[config.mk]
export PLATFORM = sky130hd
export DESIGN_NAME = seq_divider
export DESIGN_NICKNAME = d
export VERILOG_FILES = /design/src/rtl/divider_pkg.sv /design/src/rtl/divider_step.sv /design/src/rtl/seq_divider.sv
export SDC_FILE = /design/constraint.sdc
export NUM_CORES = 1
export LEC_CHECK = 0
export CAP_MARGIN = 10
export CORE_ASPECT_RATIO = 1.1
export CORE_MARGIN = 2
export CORE_UTILIZATION = 31
export CTS_BUF_LIST = sky130_fd_sc_hd__clkbuf_4
export CTS_CLUSTER_DIAMETER = 120
export CTS_CLUSTER_SIZE = 24
export DETAILED_ROUTE_END_ITERATION = 16
export DONT_BUFFER_PORTS = 1
export GPL_ROUTABILITY_DRIVEN = 0
export PLACE_DENSITY = 0.45
export REMOVE_ABC_BUFFERS = 1
export SLEW_MARGIN = 20
export SYNTH_ARGS = -nofsm -noshare
export SYNTH_HDL_FRONTEND = slang
export SYNTH_SLANG_ARGS = --single-unit
[constraint.sdc]
create_clock -name clk -period 3.7 [get_ports clk]
set_input_delay 0.74 -clock clk [delete_from_list [all_inputs] [get_ports clk]]
set_output_delay 0.74 -clock clk [all_outputs]
set_load 0.05 [all_outputs]
[src/rtl/divider_pkg.sv]
// divider_pkg: shared types and defaults for the sequential restoring divider.
//   state_t    - controller state encoding (IDLE, CALC, ROUND, DONE)
//   DEF_*      - default widths used when an instance does not override them
//   cnt_width  - bit counter width able to hold 0..n
// Configuration macro: SEQ_DIVIDER_ROUND_EN (consumed by seq_divider).
package divider_pkg;

  typedef enum logic [1:0] {
    ST_IDLE  = 2'd0,
    ST_CALC  = 2'd1,
    ST_ROUND = 2'd2,
    ST_DONE  = 2'd3
  } state_t;

  localparam int DEF_N_W   = 16;
  localparam int DEF_D_W   = 16;
  localparam int DEF_Q_W   = 8;
  localparam int DEF_CNT_W = $clog2(DEF_N_W + 1);

  function automatic int cnt_width(input int n);
    return $clog2(n + 1);
  endfunction

endpackage

[src/rtl/divider_step.sv]
// divider_step: one combinational restoring-division step.
// Ports:
//   part_rem [D_W-1:0] in  - partial remainder from the previous step (< divisor)
//   in_bit             in  - next dividend bit, entering at the LSB
//   divisor  [D_W-1:0] in  - divisor (non-zero whenever this step is used)
//   next_rem [D_W-1:0] out - partial remainder after this step
//   q_bit              out - quotient bit produced by this step
module divider_step #(
  parameter int D_W = 16
) (
  input  logic [D_W-1:0] part_rem,
  input  logic           in_bit,
  input  logic [D_W-1:0] divisor,
  output logic [D_W-1:0] next_rem,
  output logic           q_bit
);

  logic [D_W:0] shifted;
  logic [D_W:0] diff;

  // Shift in the dividend bit and trial-subtract; restore on borrow.
  always_comb begin
    shifted = {part_rem, in_bit};
    diff    = shifted - {1'b0, divisor};
    // part_rem < divisor keeps shifted < 2*divisor, so diff's MSB is
    // set exactly when the subtraction borrowed.
    if (diff[D_W]) begin
      q_bit    = 1'b0;
      next_rem = shifted[D_W-1:0];
    end else begin
      q_bit    = 1'b1;
      next_rem = diff[D_W-1:0];
    end
  end

endmodule

[src/rtl/seq_divider.sv]
// seq_divider: multi-cycle unsigned restoring divider, one dividend bit per
// cycle, with saturating quotient, truncated remainder and status flags.
// Optional macro SEQ_DIVIDER_ROUND_EN adds a ROUND state that rounds the
// quotient to nearest (half up) before saturation.
// Ports:
//   clk, reset_n (async, active-low)
//   enable        in  - start request, honoured only when idle
//   g_dividend_Q  in  - dividend [N_W-1:0], captured on accepted start
//   g_divider_Q   in  - divisor  [D_W-1:0], captured on accepted start
//   quotient      out - result [Q_W-1:0], all ones on overflow / divide by zero
//   remainder     out - dividend mod divisor [D_W-1:0]
//   busy          out - operation in flight, through the done cycle
//   done          out - one-cycle completion pulse
//   overflow      out - true quotient did not fit in Q_W bits
//   div_by_zero   out - captured divisor was zero
module seq_divider
  import divider_pkg::*;
#(
  parameter int N_W = DEF_N_W,
  parameter int D_W = DEF_D_W,
  parameter int Q_W = DEF_Q_W
) (
  input  logic           clk,
  input  logic           reset_n,
  input  logic           enable,
  input  logic [N_W-1:0] g_dividend_Q,
  input  logic [D_W-1:0] g_divider_Q,
  output logic [Q_W-1:0] quotient,
  output logic [D_W-1:0] remainder,
  output logic           busy,
  output logic           done,
  output logic           overflow,
  output logic           div_by_zero
);

  localparam int CNT_W = cnt_width(N_W);

  state_t           state, state_next;
  logic             start;
  logic [N_W-1:0]   dvd;
  logic [D_W-1:0]   dvs;
  logic [D_W-1:0]   prem;
  logic [N_W:0]     quo;       // one spare bit so rounding can carry out
  logic [CNT_W-1:0] cnt;
  logic             dz;
  logic [D_W-1:0]   step_rem;
  logic             step_q;
  logic [Q_W-1:0]   res_q;
  logic [D_W-1:0]   res_r;
  logic             res_ovf;

  divider_step #(.D_W(D_W)) u_step (
    .part_rem (prem),
    .in_bit   (dvd[N_W-1]),
    .divisor  (dvs),
    .next_rem (step_rem),
    .q_bit    (step_q)
  );

  // State register.
  always_ff @(posedge clk or negedge reset_n) begin
    if (!reset_n) begin
      state <= ST_IDLE;
    end else begin
      state <= state_next;
    end
  end

  // Next-state logic; a start is refused during the done pulse so the
  // earliest restart is the first idle cycle after completion.
  always_comb begin
    state_next = state;
    start      = 1'b0;
    case (state)
      ST_IDLE: begin
        if (enable && !done) begin
          start      = 1'b1;
          state_next = (g_divider_Q == '0) ? ST_DONE : ST_CALC;
        end else begin
          state_next = ST_IDLE;
        end
      end
      ST_CALC: begin
        if (cnt == CNT_W'(N_W - 1)) begin
`ifdef SEQ_DIVIDER_ROUND_EN
          state_next = ST_ROUND;
`else
          state_next = ST_DONE;
`endif
        end else begin
          state_next = ST_CALC;
        end
      end
`ifdef SEQ_DIVIDER_ROUND_EN
      ST_ROUND: state_next = ST_DONE;
`endif
      ST_DONE:  state_next = ST_IDLE;
      default:  state_next = ST_IDLE;
    endcase
  end

  // Operand capture and iteration datapath.
  always_ff @(posedge clk or negedge reset_n) begin
    if (!reset_n) begin
      dvd  <= '0;
      dvs  <= '0;
      prem <= '0;
      quo  <= '0;
      cnt  <= '0;
      dz   <= 1'b0;
    end else if (start) begin
      dvd  <= g_dividend_Q;
      dvs  <= g_divider_Q;
      prem <= '0;
      quo  <= '0;
      cnt  <= '0;
      dz   <= (g_divider_Q == '0);
    end else if (state == ST_CALC) begin
      dvd  <= dvd << 1;
      prem <= step_rem;
      quo  <= {quo[N_W-1:0], step_q};
      cnt  <= cnt + CNT_W'(1);
`ifdef SEQ_DIVIDER_ROUND_EN
    end else if (state == ST_ROUND) begin
      // Round half up: 2*remainder >= divisor.
      if ({prem, 1'b0} >= {1'b0, dvs}) begin
        quo <= quo + (N_W + 1)'(1);
      end else begin
        quo <= quo;
      end
`endif
    end else begin
      dvd <= dvd;
    end
  end

  // Final result selection: divide-by-zero, saturation, or plain quotient.
  always_comb begin
    res_q   = quo[Q_W-1:0];
    res_r   = prem;
    res_ovf = 1'b0;
    if (dz) begin
      res_q = '1;
      res_r = '0;
    end else if (|quo[N_W:Q_W]) begin
      res_q   = '1;
      res_ovf = 1'b1;
    end else begin
      res_q = quo[Q_W-1:0];
    end
  end

  // Registered outputs: loaded as DONE is left, held until the next completion.
  always_ff @(posedge clk or negedge reset_n) begin
    if (!reset_n) begin
      quotient    <= '0;
      remainder   <= '0;
      busy        <= 1'b0;
      done        <= 1'b0;
      overflow    <= 1'b0;
      div_by_zero <= 1'b0;
    end else begin
      busy <= start || (state != ST_IDLE);
      if (state == ST_DONE) begin
        done        <= 1'b1;
        quotient    <= res_q;
        remainder   <= res_r;
        overflow    <= res_ovf;
        div_by_zero <= dz;
      end else begin
        done <= 1'b0;
      end
    end
  end

endmodule

==> summary.md, run 1 <==
Worst setup path
- fa_1 — slowest stage cell on the critical path
- reg -> reg — type of the setup path with the least slack
- inv_1 > ha_1 > inv_1 > fa_1 > a211oi_1 > o211a_1 > o31ai_2 > a21oi_4 > xnor2_4 > mux2i_1 > o21ai_0 — cell breakdown of the critical path
- compound AO/OA/AOI/OAI gates — kind of cell with the highest combined delay on the critical path
- 3.09 ns — critical path data arrival time
- 14 — peak fanout along the critical path
- inv_1 — Critical Path Most Common Cell
- 0.92 ns — flop2flop setup slack
- 2 — CP Buf/Inv Count
- register — crit path launch type
- 4.01 ns — data required time at the worst endpoint
- register — Critical Path Sink Type
- 0.41 ns — CP max stage delay

Detailed routing
- 3,602 — vias after detailed routing
- 16.4 µm — average wire per cell in the routed design
- 5.04 — detail-routed via count per cell
- 11,700 µm — drt total wl
- 4 — total iterations of the first detailed-routing run
- 0 — DRC violations left
- 118 — number of DRC violations after detailed-routing iteration 0
- 0 — count of nets left with antenna violations after detail routing

Logic synthesis
- 9.37 µm² — syn avg cell area
- dfrtp_1 — leading area contributor after synthesis
- 0 — number of enable flip-flop cells after synthesis
- 101 — register bit total from synthesis
- 51.6% — post-synth top area share
- 0 — Yosys Warn Count
- dfrtp_1 (52%), nand2_1 (10%), o21ai_0 (7.0%) — Synth area leaders
- 51.6% — portion of the post-synthesis area used by sequential elements
- 523 — Post-Synthesis Cells
- 46 — distinct cell type count of the synthesized netlist
- dfrtp_1 — Main synth FF type
- 0.00490 mm² — Post-Synthesis Cell Area
- 100% — ys async rst share

Placed design
- 0 — Port-buffer cells
- 7880 µm — detailed placement HPWL

Clock network
- 0.46 ns — clock insertion delay at the later pin of the skew report
- 2 — buffers from clock root to sink, at most
- clkbuf_4 — clk root buf
- 101 — clock tree sinks
- 0 — post-CTS setup buffers
- 0.15 ns — clock transition at the registers of the reported paths
- 3 — H-tree levels
- built — CTS tree
- 9 — Num CTS Buffers

Finish
- 566 — final-stage net count
- 6.66% — Area growth syn-to-layout
- 5.83% — fraction of layout instances using a drive strength above 1
- nand2_1 (137), dfrtp_1 (101), o21ai_0 (69), inv_1 (22), ha_1 (18) — commonest non-fill, non-tap cells in the layout
- 0 — # diodes
- 0.00253 mm² — sequential cell area
- nand2_1 — most frequent standard cell in the layout excluding fill and tap cells
- 1,603 — filler cell count in the final layout
- 0.00217 mm² — combined area of the multi-input logic cells

Global routing
- met2 — layer carrying the most global-route usage
- 15.2% — GRT Overall Usage
- 24.2% — met2 Use GR
- 0 — antenna violations before repair
- 102 — pin count of the biggest net entering global routing
- 5.29% — met3 routing resource usage after global routing
- 19.8% — routing usage on met1
- 19,700 µm — first-pass GRT wire length
- 3,702 — via count of the first global-routing pass
- 0 — Remaining Overflow, GRT

Outcome
- finished, final reports clean — result of the run

Die
- 136 µm — chip height
- 31.5% — Initial Utilization
- 48 — total number of placement rows
- 0.0168 mm² — overall die area
- 124 µm — Die Span X
- 0.0156 mm² — Core Region
- 63 — I/O pin count

STA
- 41.6% — relative max-transition margin
- 2.78 ns — final critical-path required period
- 0.189 ns — final hold slack
- 0 — final setup violation count
- 75.2% — period utilisation layout
- 359 MHz — Max Clk Rate
- 0.0164 ns — worst clock skew
- 0 — final hold violations
- no — RSZ-0062 raised after global routing
- 0.875 ns — Worst Max-Slew Pin Slew
- 0 — count of final max-slew check failures

Worst hold path
- in -> async — type of the most critical hold path

Job
- 0 — max-capacitance violation count

## per-layer routing
layer,vias to the layer above,part of all wire (%)
li1,1775,-
met4,0,1.2
met2,83,47
met1,1737,46
met5,-,0
met3,7,5.7
## sequential cells by signal (all words and copies together), names as in the netlist
register,count
prem,16
dvd,16
dz,1
cnt,5
quotient,8
div_by_zero,1
overflow,1
busy,1
state,2
quo,17
remainder,16
done,1
dvs,16
## worst paths after layout
check	start	end	cells past startpoint
max	dvd[15]	prem[10]	11
max reg2reg	dvd[15]	prem[10]	11
min in group clk	g_dividend_Q[0]	dvd[0]	2
min reg2reg	dvd[7]	dvd[7]	2
min	reset_n	remainder[10]	1
max in group asynchronous	reset_n	quo[5]	1
## worst reg2reg max path: stages, from the launching register on
cell and delay [ns]:
dfrtp_1 0.39, inv_1 0.09, ha_1 0.16, inv_1 0.05, fa_1 0.42, a211oi_1 0.29
o211a_1 0.21, o31ai_2 0.10, a21oi_4 0.25, xnor2_4 0.30, mux2i_1 0.27, o21ai_0 0.10
## stage by stage
stage                     utilization (%)  worst slack [ns]  cells  area (µm²)  setup TNS, ns
after floorplan                         -             -1.86    495        4770         -66.47
after global placement               32.6             0.977    700        5070              0
after detailed placement             32.6             0.909    700        5070              0
after CTS                            33.6             0.885    715        5230              0
after global routing                 33.6             0.690    715        5230              0
final                                33.6             0.917    715        5230              0
## timing repair
item | 4_1_cts | 5_1_grt
hold buffers | 1 | 0
gates resized for setup | 0 | 0
endpoints found under the hold margin | 101 | 0
## cells by family (layout without fill, tap and decap cells)
kind of cell	after synthesis	in the layout	share of synthesized area, %
fa+ha+maj	19	19	5.00
xor+xnor	16	16	3.40
compound gates	140	140	17.4
simple gates	182	182	15.5
mux	13	13	2.65
buf+inv	52	44	4.44
flops	101	101	51.6
## synth_stat cells (3+ instances only)
master and instances:
nand2_1 137, a21o_1 5, nand2b_1 7, o22a_1 8, o21ai_0 69, mux2i_1 13, o211ai_1 3, nor4_1 5
and3_1 3, ha_1 18, nor2_1 6, a31oi_1 5, nand3_1 16, dfrtp_1 101, a21oi_1 14, inv_1 22
a22oi_1 15, o21ai_1 8, xor2_1 7, clkbuf_1 24, xnor2_1 7
## layout make-up
cell class,instances,area share [%]
Clock buffer,10,1.44
Clock inverter,4,0.981
Tap cell,200,4.79
Multi-Input combinational cell,370,41.5
Sequential cell,101,48.3
Timing Repair Buffer,6,1.24
Inverter,24,1.72
Power of run 1 is not shown: default switching activity piles up to over one toggle a cycle in this logic, so the estimate is an artifact.
==> run 2, diff against run 1 <==
PLACE_DENSITY = 0.46   (was 0.45)
clock period = 2.45 ns   (was 3.7 ns; I/O delays follow)
==> run 2 against run 1 <==
  * The flow now finishes with violations (negative hold slack, negative setup slack)
  * Setup slack worse by 0.96 ns
  * Register-to-register slack worse by 0.96 ns
  * Die area unchanged
  * Non-clock buffer count rose by 51
  * Core utilization is 2.6 points higher
  * Clock skew grew 0.0058 ns
  * Worst hold slack got worse by 0.51 ns
  * Sequential cell count did not move
  * Routed wire length increased by 7.5%
  * Design area rose by 7.8%
  * Global-route usage increased by 0.76 points
  * Maximum frequency up 12%
  * Critical path type unchanged
==> summary.md, run 2 (synthesis results as in run 1) <==
Die
- 0.0168 mm² — overall die area, unchanged
- 124 µm — Die Span X, unchanged
- 136 µm — chip height, unchanged
- 63 — I/O pin count, unchanged
- 31.5% — Initial Utilization, unchanged
- 0.0156 mm² — Core Region, unchanged
- 48 — total number of placement rows, unchanged

Detailed routing
- 12,600 µm — drt total wl, was 11,700 µm
- 0 — DRC violations left, unchanged
- 16.4 µm — average wire per cell in the routed design, about the same
- 3,857 — vias after detailed routing, was 3,602
- 4 — total iterations of the first detailed-routing run, unchanged
- 5.03 — detail-routed via count per cell, was 5.04
- 0 — count of nets left with antenna violations after detail routing, unchanged
- 211 — number of DRC violations after detailed-routing iteration 0, was 118

Clock network
- clkbuf_4 — clk root buf, unchanged
- 2 — buffers from clock root to sink, at most, unchanged
- 101 — clock tree sinks, unchanged
- 9 — Num CTS Buffers, unchanged
- built — CTS tree, unchanged
- 0.16 ns — clock transition at the registers of the reported paths, was 0.15 ns
- 3 — H-tree levels, unchanged
- 0.48 ns — clock insertion delay at the later pin of the skew report, was 0.46 ns

Worst setup path
- register — crit path launch type, unchanged
- 2.80 ns — data required time at the worst endpoint, was 4.01 ns
- -0.04 ns — flop2flop setup slack, was 0.92 ns
- 11 — peak fanout along the critical path, was 14
- 12 — cell count of the worst reg-to-reg path, was 11
- dvd[15] — worst reg2reg path startpoint, unchanged
- register — Critical Path Sink Type, unchanged
- prem[3] — worst r2r dst, was prem[10]
- reg -> reg — type of the setup path with the least slack, unchanged
- 2.84 ns — critical path data arrival time, was 3.09 ns

Global routing
- 3,983 — via count of the first global-routing pass, was 3,702
- 20,500 µm — first-pass GRT wire length, was 19,700 µm
- 15.9% — GRT Overall Usage, was 15.2%
- 0 — Remaining Overflow, GRT, unchanged
- 102 — pin count of the biggest net entering global routing, unchanged
- 0 — antenna violations before repair, unchanged

STA
- 101 — final hold violations, was 0
- 8 — final setup violation count, was 0
- -0.324 ns — final hold slack, was 0.189 ns
- 401 MHz — Max Clk Rate, was 359 MHz
- -0.154 ns — final-layout setup total negative slack, was 0 ns
- 2.49 ns — final critical-path required period, was 2.78 ns
- -0.0420 ns — slack of the critical path, was 0.917 ns
- 102% — period utilisation layout, was 75.2%
- 58.7% — relative max-transition margin, was 41.6%
- 0.0223 ns — worst clock skew, was 0.0164 ns
- yes — RSZ-0062 raised after global routing, was no
- 0.620 ns — Worst Max-Slew Pin Slew, was 0.875 ns
- 0 — count of final max-slew check failures, unchanged

Finish
- 0.00220 mm² — combined area of the multi-input logic cells, was 0.00217 mm²
- 17 — flip-flop count of the largest register, all copies and words added, unchanged
- 767 — post-layout instance count excluding filler cells, was 715
- 15.0% — Area growth syn-to-layout, was 6.66%
- 0.00253 mm² — sequential cell area, unchanged
- 1,588 — filler cell count in the final layout, was 1,603
- quo — largest register by flop count, unchanged
- 15.0% — fraction of layout instances using a drive strength above 1, was 5.83%
- 0 — # diodes, unchanged
- nand2_1 — most frequent standard cell in the layout excluding fill and tap cells, unchanged
- 617 — final-stage net count, was 566
- nand2_1 (137), dfrtp_1 (101), o21ai_0 (62), buf_4 (55), inv_1 (20) — commonest non-fill, non-tap cells in the layout, was nand2_1 (137), dfrtp_1 (101), o21ai_0 (69), inv_1 (22), ha_1 (18)

Placed design
- 746 — Cells after DPL, was 700
- 0 — Port-buffer cells, unchanged
- 8670 µm — detailed placement HPWL, was 7880 µm

Outcome
- finished with violations — result of the run, was finished, final reports clean
- negative hold slack, negative setup slack — violated checks

Worst hold path
- in -> async — type of the most critical hold path, unchanged

Job
- 0 — max-capacitance violation count, unchanged

## run 2: changes by cell type in the layout (fill, tap and decap cells not counted), sizes merged
cell,previous run,this run
clkbuf,10,9
clkinv,4,6
buf,6,57
## run 2: per-stage QoR
stage               utilization (%)  hold WS (ns)  cell area (µm²)  setup WS, ns
floorplan                         -         0.194             4770         -3.10
global placement               34.8         0.197             5420        -0.145
detailed placement             34.8         0.197             5420        -0.196
CTS                            36.1        -0.367             5620       -0.0365
global route                   36.2        -0.378             5640        -0.182
finish                         36.2        -0.324             5640       -0.0420
## run 2: critical path, cell delays in order (launching register included)
cell and delay, ns:
dfrtp_1 0.40, inv_2 0.07, ha_4 0.12, inv_2 0.03, fa_2 0.35, a211oi_2 0.21, o211a_1 0.23, o31ai_4 0.10
a21oi_4 0.24, xnor2_4 0.17, buf_12 0.17, mux2i_1 0.19, o21ai_1 0.07
## run 2: worst max path at each step
stage                  from       end  slack, ns  cells after the start
floorplan              done  prem[11]      -3.10                      5
global placement     dvs[0]   prem[3]      -0.14                     10
detailed placement   dvs[0]   prem[2]      -0.20                     10
CTS                 dvd[15]   prem[3]      -0.04                     12
global route        dvd[15]   prem[6]      -0.18                     12
finish              dvd[15]   prem[3]      -0.04                     12
## run 2: routing by layer
layer,up-vias,share of wire (%),track usage (%)
met3,20,4.7,3.40
met1,1883,46,20.7
met5,-,0,0
li1,1870,-,-
met2,84,47,25.3
met4,0,2.5,7.39
## run 2: timing repair
item	4_1_cts	5_1_grt
setup buffers	5	1
hold endpoints to repair	101	101
pin swaps	3	1
setup endpoints to repair	17	16
resized for setup	13	3
## run 2: area by class of cell
class | instances | area share (%)
Clock buffer | 9 | 1.20
Inverter | 24 | 1.60
Timing Repair Buffer | 57 | 7.88
Sequential cell | 101 | 44.8
Clock inverter | 6 | 0.977
Multi-Input combinational cell | 370 | 39.1
Tap cell | 200 | 4.44
Power of run 2 is left out for the same reason.
==> run 3, diff against run 2 <==
--- a/config.mk
+++ b/config.mk
@@ -16,5 +16,6 @@
 export DONT_BUFFER_PORTS = 1
 export GPL_ROUTABILITY_DRIVEN = 0
-export PLACE_DENSITY = 0.46
+export GPL_TIMING_DRIVEN = 0
+export PLACE_DENSITY = 0.45
 export REMOVE_ABC_BUFFERS = 1
 export SLEW_MARGIN = 20
==> constraint.sdc (replaced) <==
create_clock -name clk -period 2.8 [get_ports clk]
set_input_delay 0.14 -clock clk [delete_from_list [all_inputs] [get_ports clk]]
set_output_delay 0.14 -clock clk [all_outputs]
set_load 0.05 [all_outputs]
==> run 3 against run 2 <==
  * Design area rose by 2.9%
  * Cell count fell by 0.91%
  * Critical path type unchanged
  * Largest cell class unchanged
  * The run now ends clean
  * Routed wire length fell by 4.9%
==> summary.md, run 3 (synthesis results as in run 1) <==
Finish
- quo — largest register by flop count, unchanged
- nand2_1 — most frequent standard cell in the layout excluding fill and tap cells, unchanged
- 0.00253 mm² — sequential cell area, unchanged
- 37.3% — share of the core filled with cells, was 36.2%
- nand2_1 (136), dfrtp_1 (101), o21ai_0 (66), dlygate4sd3_1 (34), inv_1 (20) — commonest non-fill, non-tap cells in the layout, was nand2_1 (137), dfrtp_1 (101), o21ai_0 (62), buf_4 (55), inv_1 (20)
- 1,593 — filler cell count in the final layout, was 1,588
- 760 — post-layout instance count excluding filler cells, was 767
- 17 — flip-flop count of the largest register, all copies and words added, unchanged
- 8.21% — fraction of layout instances using a drive strength above 1, was 15.0%
- 609 — final-stage net count, was 617
- 18.3% — Area growth syn-to-layout, was 15.0%
- 0 — # diodes, unchanged
- 0.00223 mm² — combined area of the multi-input logic cells, was 0.00220 mm²

STA
- 0.0526 ns — slack of the critical path, was -0.0420 ns
- 364 MHz — Max Clk Rate, was 401 MHz
- 2.75 ns — final critical-path required period, was 2.49 ns
- 0 — final setup violation count, was 8
- yes — RSZ-0062 raised after global routing, unchanged
- 0.0213 ns — worst clock skew, was 0.0223 ns
- 0 — final hold violations, was 101
- 0 — count of final max-slew check failures, unchanged
- 98.1% — period utilisation layout, was 102%
- 55.2% — relative max-transition margin, was 58.7%
- 0.669 ns — Worst Max-Slew Pin Slew, was 0.620 ns

Worst setup path
- dfrtp_1 — slowest stage cell on the critical path, unchanged
- reg -> reg — type of the setup path with the least slack, unchanged
- 3.17 ns — critical path data arrival time, was 2.84 ns
- 0.40 ns — CP max stage delay, about the same
- 3 — CP Buf/Inv Count, unchanged
- compound AO/OA/AOI/OAI gates — kind of cell with the highest combined delay on the critical path, unchanged
- register — crit path launch type, unchanged
- inv_2 — Critical Path Most Common Cell, unchanged
- 0.05 ns — flop2flop setup slack, was -0.04 ns
- 3.23 ns — data required time at the worst endpoint, was 2.80 ns
- prem[0] — worst r2r dst, was prem[3]
- register — Critical Path Sink Type, unchanged
- inv_2 > ha_4 > inv_2 > fa_2 > a211oi_2 > o211a_1 > o31ai_4 > a21oi_4 > buf_12 > xor2_4 > mux2i_1 > o2bb2ai_1 — cell breakdown of the critical path, was inv_2 > ha_4 > inv_2 > fa_2 > a211oi_2 > o211a_1 > o31ai_4 > a21oi_4 > xnor2_4 > buf_12 > mux2i_1 > o21ai_1
- dvd[15] — worst reg2reg path startpoint, unchanged
- 4 — peak fanout along the critical path, was 11
- 12 — cell count of the worst reg-to-reg path, unchanged

Die
- 0.0156 mm² — Core Region, unchanged
- 0.0168 mm² — overall die area, unchanged
- 136 µm — chip height, unchanged
- 63 — I/O pin count, unchanged
- 48 — total number of placement rows, unchanged
- 124 µm — Die Span X, unchanged
- 31.5% — Initial Utilization, unchanged

Worst hold path
- in -> reg — type of the most critical hold path, was in -> async
- 4 — number of stages on the worst hold path
- state[1] — hold path endpoint
- g_divider_Q[14] — hold path startpoint

Clock network
- 9 — Num CTS Buffers, unchanged
- 3 — H-tree levels, unchanged
- 101 — clock tree sinks, unchanged
- clkbuf_4 — clk root buf, unchanged
- 0.16 ns — clock transition at the registers of the reported paths, about the same
- 0.48 ns — clock insertion delay at the later pin of the skew report, about the same
- 2 — buffers from clock root to sink, at most, unchanged
- built — CTS tree, unchanged

Detailed routing
- 15.7 µm — average wire per cell in the routed design, was 16.4 µm
- 4 — total iterations of the first detailed-routing run, unchanged
- 4.95 — detail-routed via count per cell, was 5.03
- 131 — number of DRC violations after detailed-routing iteration 0, was 211
- 3,763 — vias after detailed routing, was 3,857
- 0 — count of nets left with antenna violations after detail routing, unchanged
- 0 — DRC violations left, unchanged
- 12,000 µm — drt total wl, was 12,600 µm

Global routing
- 0 — Remaining Overflow, GRT, unchanged
- 19,700 µm — first-pass GRT wire length, was 20,500 µm
- 0 — antenna violations before repair, unchanged
- 2.89% — met3 routing resource usage after global routing, was 3.40%
- 3,870 — via count of the first global-routing pass, was 3,983
- 20.2% — routing usage on met1, was 20.7%
- 15.2% — GRT Overall Usage, was 15.9%
- met2 — layer carrying the most global-route usage, unchanged
- 102 — pin count of the biggest net entering global routing, unchanged
- 24.5% — met2 Use GR, was 25.3%

Placed design
- -0.0896 ns — worst slack after detailed placement, was -0.196 ns
- 703 — Cells after DPL, was 746
- 0 — Port-buffer cells, unchanged
- 7880 µm — detailed placement HPWL, was 8670 µm

Job
- 0 — max-capacitance violation count, unchanged

Pwr
- 1470 mW/mm² — ratio of total power to cell area
- 2.62 nW — leak pwr
- 610 µV — maximum resistive drop on vdd

Outcome
- finished, final reports clean — result of the run, was finished with violations

==> run 3: routing by layer <==
layer	routed length, µm	vias up
met3	465	13
li1	-	1859
met2	5610	72
met4	196	0
met5	0	-
met1	5680	1819
==> run 3: final cells by class <==
class	instances	share of cell area [%]
Tap cell	200	4.32
Inverter	24	1.55
Sequential cell	101	43.6
Clock inverter	5	1.29
Clock buffer	11	1.42
Timing Repair Buffer	49	9.41
Multi-Input combinational cell	370	38.4
==> run 3: how the worst max path moves through the flow <==
stage / from / to / cells after the start
2_1_floorplan: done / prem[11] / 5
3_3_place_gp: done / prem[11] / 5
3_5_place_dp: dvs[0] / prem[10] / 10
4_1_cts: dvd[15] / prem[1] / 11
5_1_grt: dvd[15] / prem[0] / 12
6_report: dvd[15] / prem[0] / 12
==> run 3: power breakdown <==
part	total (W)	switching (W)	internal, W
logic	0.00445	0.00238	0.00207
clock network	0.000883	0.000506	0.000377
registers	0.00321	0.00109	0.00212
total	0.00854	0.00397	0.00457
==> run 3: timing repair <==
action,4_1_cts,5_1_grt
hold buffers,35,0
endpoints found under the setup margin,16,16
resized for setup,2,12
setup buffers,3,3
pin swaps,1,8
endpoints found under the hold margin,136,0
==> run 3: tightest hold or removal path, delay by kind of cell <==
kind,cells,cell delay (ns)
AO/OA/AOI/OAI,1,0.08
AND/OR/NAND/NOR,3,0.32
==> run 3: through the flow <==
step / total power, W / TNS [ns] / hold slack (ns) / area [µm²]
after global routing: 0.00933 / -0.301 / 0.0723 / 5800
after floorplan: 0.00618 / -122.89 / -0.156 / 4770
after global placement: 0.00703 / -325.35 / -0.153 / 5020
after detailed placement: 0.00719 / -0.169 / -0.153 / 5150
after CTS: 0.00841 / 0 / 0.0611 / 5720
final: 0.00854 / 0 / 0.0743 / 5800
Power figures use the tool's default switching activity.
